**src/rtl/dram_store_buffer_if.sv**
```systemverilog
// Store-side and memory-side handshake bundle for dram_store_buffer.
// The buffer uses the slave view; the store producer and memory model use master.
interface dram_store_buffer_if #(
  parameter int XLEN = 32
);
  logic              st_valid;
  logic              st_ready;
  logic [31:0]       st_addr;
  logic [XLEN-1:0]   st_data;
  logic [3:0]        st_type;
  logic              st_err;
  logic              mem_valid;
  logic              mem_ready;
  logic [31:0]       mem_addr;
  logic [XLEN-1:0]   mem_wdata;
  logic [XLEN/8-1:0] mem_wmask;

  modport master (
    output st_valid, st_addr, st_data, st_type, mem_ready,
    input  st_ready, st_err, mem_valid, mem_addr, mem_wdata, mem_wmask
  );
  modport slave (
    input  st_valid, st_addr, st_data, st_type, mem_ready,
    output st_ready, st_err, mem_valid, mem_addr, mem_wdata, mem_wmask
  );
endinterface

```
**src/rtl/dram_store_buffer.sv**
```systemverilog
// In-order store buffer: aligns/masks stores into a DEPTH-entry FIFO feeding memory.
// Define DRAM_STBUF_COALESCE_EN to merge same-word stores into the youngest non-head entry.
module dram_store_buffer #(
  parameter int XLEN  = 32,
  parameter int DEPTH = 4
) (
  input  logic                     clk,
  input  logic                     rst,
  dram_store_buffer_if.slave       bus,
  output logic [$clog2(DEPTH):0]   count
);
  localparam int NB = XLEN / 8;
  localparam int OW = $clog2(NB);
  localparam int PW = $clog2(DEPTH);
  localparam int CW = PW + 1;

  typedef struct packed {
    logic [31:0]     addr;
    logic [XLEN-1:0] wdata;
    logic [NB-1:0]   wmask;
  } entry_t;

  entry_t        ent_q [DEPTH];
  logic [PW-1:0] rd_ptr, wr_ptr;
  logic          err_q;

  logic [OW-1:0] offset;
  logic [3:0]    size;
  logic [15:0]   size_mask;
  logic          st_ok, accept, alloc, deq;
  entry_t        new_ent;

  always_comb begin
    offset = bus.st_addr[OW-1:0];
    unique case (bus.st_type)
      4'b0001: size = 4'd1;
      4'b0010: size = 4'd2;
      4'b0100: size = 4'd4;
      4'b1000: size = (XLEN == 64) ? 4'd8 : 4'd0;
      default: size = 4'd0;
    endcase
    // size==0 marks an illegal type, so only alignment remains to check
    st_ok     = (size != 4'd0) && ((4'(offset) & (size - 4'd1)) == 4'd0);
    size_mask = (16'd1 << size) - 16'd1;
    new_ent.addr  = {bus.st_addr[31:OW], {OW{1'b0}}};
    new_ent.wdata = bus.st_data << {offset, 3'b000};
    new_ent.wmask = NB'(size_mask << offset);
  end

  assign accept = bus.st_valid && bus.st_ready;
  assign deq    = bus.mem_valid && bus.mem_ready;

`ifdef DRAM_STBUF_COALESCE_EN
  logic [PW-1:0]   last_ptr;
  logic            merge;
  logic [XLEN-1:0] bmask;

  // count>=2 keeps the youngest entry off the head, so it cannot be draining now
  assign last_ptr = wr_ptr - PW'(1);
  assign merge    = accept && st_ok && (count >= CW'(2)) &&
                    (ent_q[last_ptr].addr == new_ent.addr);
  assign alloc    = accept && st_ok && !merge;

  always_comb begin
    for (int i = 0; i < NB; i++) bmask[8*i +: 8] = {8{new_ent.wmask[i]}};
  end
`else
  assign alloc = accept && st_ok;
`endif

  always_ff @(posedge clk) begin
    if (rst) begin
      rd_ptr <= '0;
      wr_ptr <= '0;
      count  <= '0;
      err_q  <= 1'b0;
      for (int i = 0; i < DEPTH; i++) ent_q[i] <= '0;
    end else begin
      err_q <= accept && !st_ok;
      if (alloc) begin
        ent_q[wr_ptr] <= new_ent;
        wr_ptr        <= wr_ptr + PW'(1);
      end
`ifdef DRAM_STBUF_COALESCE_EN
      if (merge) begin
        ent_q[last_ptr].wdata <= (ent_q[last_ptr].wdata & ~bmask) | (new_ent.wdata & bmask);
        ent_q[last_ptr].wmask <= ent_q[last_ptr].wmask | new_ent.wmask;
      end
`endif
      if (deq) rd_ptr <= rd_ptr + PW'(1);
      count <= count + CW'(alloc) - CW'(deq);
    end
  end

  assign bus.st_ready  = count < CW'(DEPTH);
  assign bus.st_err    = err_q;
  assign bus.mem_valid = count != '0;
  assign bus.mem_addr  = ent_q[rd_ptr].addr;
  assign bus.mem_wdata = ent_q[rd_ptr].wdata;
  assign bus.mem_wmask = ent_q[rd_ptr].wmask;
endmodule

```
**src/flat_wrapper.sv**
```systemverilog
// flat-port wrapper written by rule: the top's interface ports become plain ports
module dram_store_buffer_flat 
#(
  parameter int XLEN  = 32,
  parameter int DEPTH = 4
)
  (clk, rst, count, bus_st_valid, bus_st_addr, bus_st_data, bus_st_type, bus_mem_ready, bus_st_ready, bus_st_err, bus_mem_valid, bus_mem_addr, bus_mem_wdata, bus_mem_wmask);
  dram_store_buffer_if #(.XLEN(XLEN)) bus_i ();
  input  logic clk;
  input  logic rst;
  output logic [$clog2(DEPTH):0] count;
  input wire logic [$bits(bus_i.st_valid)-1:0] bus_st_valid;
  input wire logic [$bits(bus_i.st_addr)-1:0] bus_st_addr;
  input wire logic [$bits(bus_i.st_data)-1:0] bus_st_data;
  input wire logic [$bits(bus_i.st_type)-1:0] bus_st_type;
  input wire logic [$bits(bus_i.mem_ready)-1:0] bus_mem_ready;
  output wire logic [$bits(bus_i.st_ready)-1:0] bus_st_ready;
  output wire logic [$bits(bus_i.st_err)-1:0] bus_st_err;
  output wire logic [$bits(bus_i.mem_valid)-1:0] bus_mem_valid;
  output wire logic [$bits(bus_i.mem_addr)-1:0] bus_mem_addr;
  output wire logic [$bits(bus_i.mem_wdata)-1:0] bus_mem_wdata;
  output wire logic [$bits(bus_i.mem_wmask)-1:0] bus_mem_wmask;
  assign bus_i.st_valid = bus_st_valid;
  assign bus_i.st_addr = bus_st_addr;
  assign bus_i.st_data = bus_st_data;
  assign bus_i.st_type = bus_st_type;
  assign bus_i.mem_ready = bus_mem_ready;
  assign bus_st_ready = bus_i.st_ready;
  assign bus_st_err = bus_i.st_err;
  assign bus_mem_valid = bus_i.mem_valid;
  assign bus_mem_addr = bus_i.mem_addr;
  assign bus_mem_wdata = bus_i.mem_wdata;
  assign bus_mem_wmask = bus_i.mem_wmask;
  dram_store_buffer #(.XLEN(XLEN), .DEPTH(DEPTH)) u_core (.clk(clk), .rst(rst), .bus(bus_i), .count(count));
endmodule
```
**config.mk**
```make
export PLATFORM = sky130hd
export DESIGN_NAME = dram_store_buffer_flat
export DESIGN_NICKNAME = d
export VERILOG_FILES = /design/src/rtl/dram_store_buffer_if.sv /design/src/rtl/dram_store_buffer.sv /design/src/flat_wrapper.sv
export SDC_FILE = /design/constraint.sdc
export NUM_CORES = 1
export LEC_CHECK = 0
export ABC_AREA = 1
export CAP_MARGIN = 20
export CORE_ASPECT_RATIO = 0.6
export CORE_MARGIN = 2
export CORE_UTILIZATION = 61
export DETAILED_ROUTE_END_ITERATION = 6
export PLACE_DENSITY = 0.86
export RECOVER_POWER = 50
export SYNTH_ARGS = -nofsm -noshare
export SYNTH_HDL_FRONTEND = slang
export SYNTH_SLANG_ARGS = --single-unit
```
**constraint.sdc**
```tcl
create_clock -name clk -period 18.15 [get_ports clk]
set_input_delay 5.445 -clock clk [delete_from_list [all_inputs] [get_ports clk]]
set_output_delay 5.445 -clock clk [all_outputs]
set_load 0.05 [all_outputs]
```
==> flow_summary.json <==
{
  "place_area_sq_um": 14100,
  "cpMostUsedCell": "nand3_1",
  "cts_resized": 0,
  "antenna_found_initial": 0,
  "r2r_start": "u_core.count[2]",
  "cap_violations": 6,
  "setup_viol": 0,
  "hold_class": "reg2reg",
  "cts_max_level": 1,
  "min_period_over_period": 0.687,
  "syn_to_final_growth_pct": 17.2,
  "synth_fa_ha_area_frac": 0.00657,
  "hp-start": "u_core.rd_ptr[1]",
  "ctsRootBufferMaster": "clkbuf_16",
  "wl_per_cell_um": 18.8,
  "finalHoldViolations": 0,
  "clk_pin_slew_worst_paths_ns": 0.06,
  "portBuffers": 143,
  "clockBufferDepth": 3,
  "finalSetupTns_ns": 0,
  "synthesis.instances": 1254,
  "dieWidth_um": 189,
  "diodes": 0,
  "clock_latency_ns": 0.54,
  "min_period_ns": 12.46,
  "synth-edff-count": 264,
  "holdBufCountCts": 0,
  "ys.flop_type": "edfxtp_1",
  "r2r.worst_path.cells": 8,
  "end_kind": "flip-flop",
  "drtIter0Drc": 1253,
  "routed_wl_um": 31000,
  "cpMaxStageDelayCell": "nand3_1",
  "slew-limit-headroom": -1.38,
  "ir_drop_mv": 0.123,
  "grt_first_pass_wirelength_um": 47900,
  "grtUsageTotal": 0.285,
  "ant_nets": 0,
  "cts_tree": "built",
  "status": "finished, violations left",
  "synth.distinct_cells": 29,
  "reg2reg_slack_ns": 11.87,
  "clkSinkCount": 274,
  "ios": 146,
  "post_cts_buffers": 0,
  "worstPathRequired_ns": 18.30,
  "seq_area_frac_synth": 0.647,
  "failed_checks": "max-capacitance violations, max-slew violations",
  "drtPass1Iterations": 6,
  "grt_pass1_vias": 9111,
  "start_util": 0.625,
  "fin_area_sq_um": 14700,
  "drive_above_1_share": 0.0679,
  "mappedNetlistArea_sq_um": 12600,
  "yosys.area_share.simple": 0.174,
  "synth-compound-area-share": 0.102,
  "grt_max_degree": 83,
  "post-place-cells": 1596,
  "synth_top_family_by_area": "simple AND/OR/NAND/NOR gates",
  "nets": 1430,
  "tightest_slew_ns": 3.57,
  "core_sq_um": 20100,
  "synthXorXnorAreaFrac": 0.000697,
  "async_flop_share": 0,
  "final_common_cell": "nor2_1",
  "max_freq_mhz": 80.2,
  "vias": 9473,
  "critPathMaxFanout": 66,
  "arrival_ns": 12.62,
  "most-common-layout-cells": "nor2_1 (348), edfxtp_1 (264), o21ai_0 (158), clkdlybuf4s50_1 (125), inv_1 (120)",
  "cp_cell_sequence": "dlygate4sd3_1 > inv_1 > or2_0 > nand3_1 > nor2_1 > nand3_1 > clkbuf_1 > nand2_4",
  "path_buf_inv": 3,
  "p_leak_nw": 5.56,
  "gp_congestion": 0.884,
  "vias_per_cell": 5.77,
  "slew_violations": 270,
  "critPathLaunchType": "input port",
  "crit_type": "in2reg",
  "synth.area.mux_share": 0,
  "yosys_warnings": 0,
  "grt-ovfl-total": 0,
  "p_per_area_nw_per_um2": 129,
  "die_h_um": 115,
  "cts_buffers": 25,
  "dieArea_sq_um": 21800,
  "dp_hpwl_um": 17800,
  "critical-path-max-stage-delay_ns": 1.59,
  "synth_area_per_cell_sq_um": 10.0,
  "row_count": 40,
  "rsz0062_at_grt": "false",
  "critPathTopFamily": "simple AND/OR/NAND/NOR gates",
  "fin_worst_skew_ns": 0.00787,
  "fin_cells": 1643,
  "ys_seq_elements": 274,
  "reg2reg_to": "u_core.ent_q[0][19]",
  "drc": 0,
  "hold_depth": 2
}
-- Yosys cell counts, types with 2 or more instances --
cell      count  area share
nor2_1      335        0.10
edfxtp_1    264        0.63
o21ai_0     160       0.064
inv_1       123       0.037
nand2_1      88       0.026
o22ai_1      66       0.033
clkbuf_1     54       0.016
nor2_2       49       0.024
nand3_1      23      0.0092
buf_2        21      0.0084
nor3_1       20      0.0080
dfxtp_1      10       0.016
a21oi_1       6      0.0024
buf_6         6      0.0054
ha_1          5      0.0050
inv_2         5      0.0015
o211ai_1      4      0.0024
buf_4         3      0.0018
nand2_2       2      0.0010
-- final cells by class --
type / count / area (sq um)
flip-flops and latches: 274 / 8130
fillers: 1383 / 5390
multi-input cells: 768 / 3530
repair buffers: 155 / 1530
clock buffers: 30 / 644
inverters: 128 / 482
well taps: 273 / 342
clock inverters: 15 / 75.1
-- worst max-delay path by stage --
| stage | from | endpoint | slack (ns) | cells after the start |
|---|---|---|---|---|
| final | bus_st_addr[1] | u_core.ent_q[0][19] | 5.69 | 8 |
| after global placement | bus_st_addr[1] | u_core.ent_q[0][42] | 8.15 | 7 |
| after global routing | bus_st_addr[1] | u_core.ent_q[0][59] | 5.11 | 8 |
| after detailed placement | bus_st_addr[1] | u_core.ent_q[0][22] | 8.04 | 7 |
| after CTS | bus_st_addr[1] | u_core.ent_q[0][61] | 8.60 | 7 |
| after floorplan | bus_st_type[2] | u_core.ent_q[1][0] | 6.53 | 7 |
-- registers in the layout, indices dropped and copies added (netlist names), named ones only --
signal and cells:
u_core.wr_ptr 2, u_core.rd_ptr 2, u_core.ent_q 264, u_core.count 3, u_core.bus.st_err 1
-- per-stage QoR --
stage / power, W / hold WS [ns] / setup slack [ns] / util
5_1_grt: 0.00197 / 0.493 / 5.11 / 0.732
2_1_floorplan: 0.00121 / 0.436 / 6.53 / -
4_1_cts: 0.00191 / 0.465 / 8.60 / 0.735
3_5_place_dp: 0.00144 / 0.454 / 8.04 / 0.699
3_3_place_gp: 0.00143 / 0.440 / 8.15 / 0.699
6_report: 0.00191 / 0.463 / 5.69 / 0.732
-- worst reg2reg max path, cell delays in order (launching register included) --
cell	delay, ns
dfxtp_1	0.37
inv_2	0.07
nand2_1	0.06
nor2_1	0.21
inv_2	0.04
nor2_1	1.18
nand3_1	1.59
clkbuf_1	1.17
nand2_4	1.17
-- cell families (layout without fill, tap and decap cells) --
| family | count (synthesis) | in the layout |
|---|---|---|
| other cells | 1 | 2 |
| simple gates | 522 | 522 |
| compound gates | 237 | 237 |
| flops | 274 | 274 |
| xor+xnor | 1 | 1 |
| buf+inv | 213 | 328 |
| fa+ha+maj | 6 | 6 |
-- power by group --
group          switching, W  internal, W
Combinational      0.000483     0.000199
Clock              0.000225     0.000253
Sequential        0.0000238     0.000722
Total              0.000732      0.00117
-- per-layer routing --
metal / GRT usage / routed length (um)
met2: 0.456 / 14200
met4: 0.0894 / 744
met3: 0.0598 / 3670
met1: 0.400 / 12300
met5: 0 / 0
(Power assumes the default switching activity.)
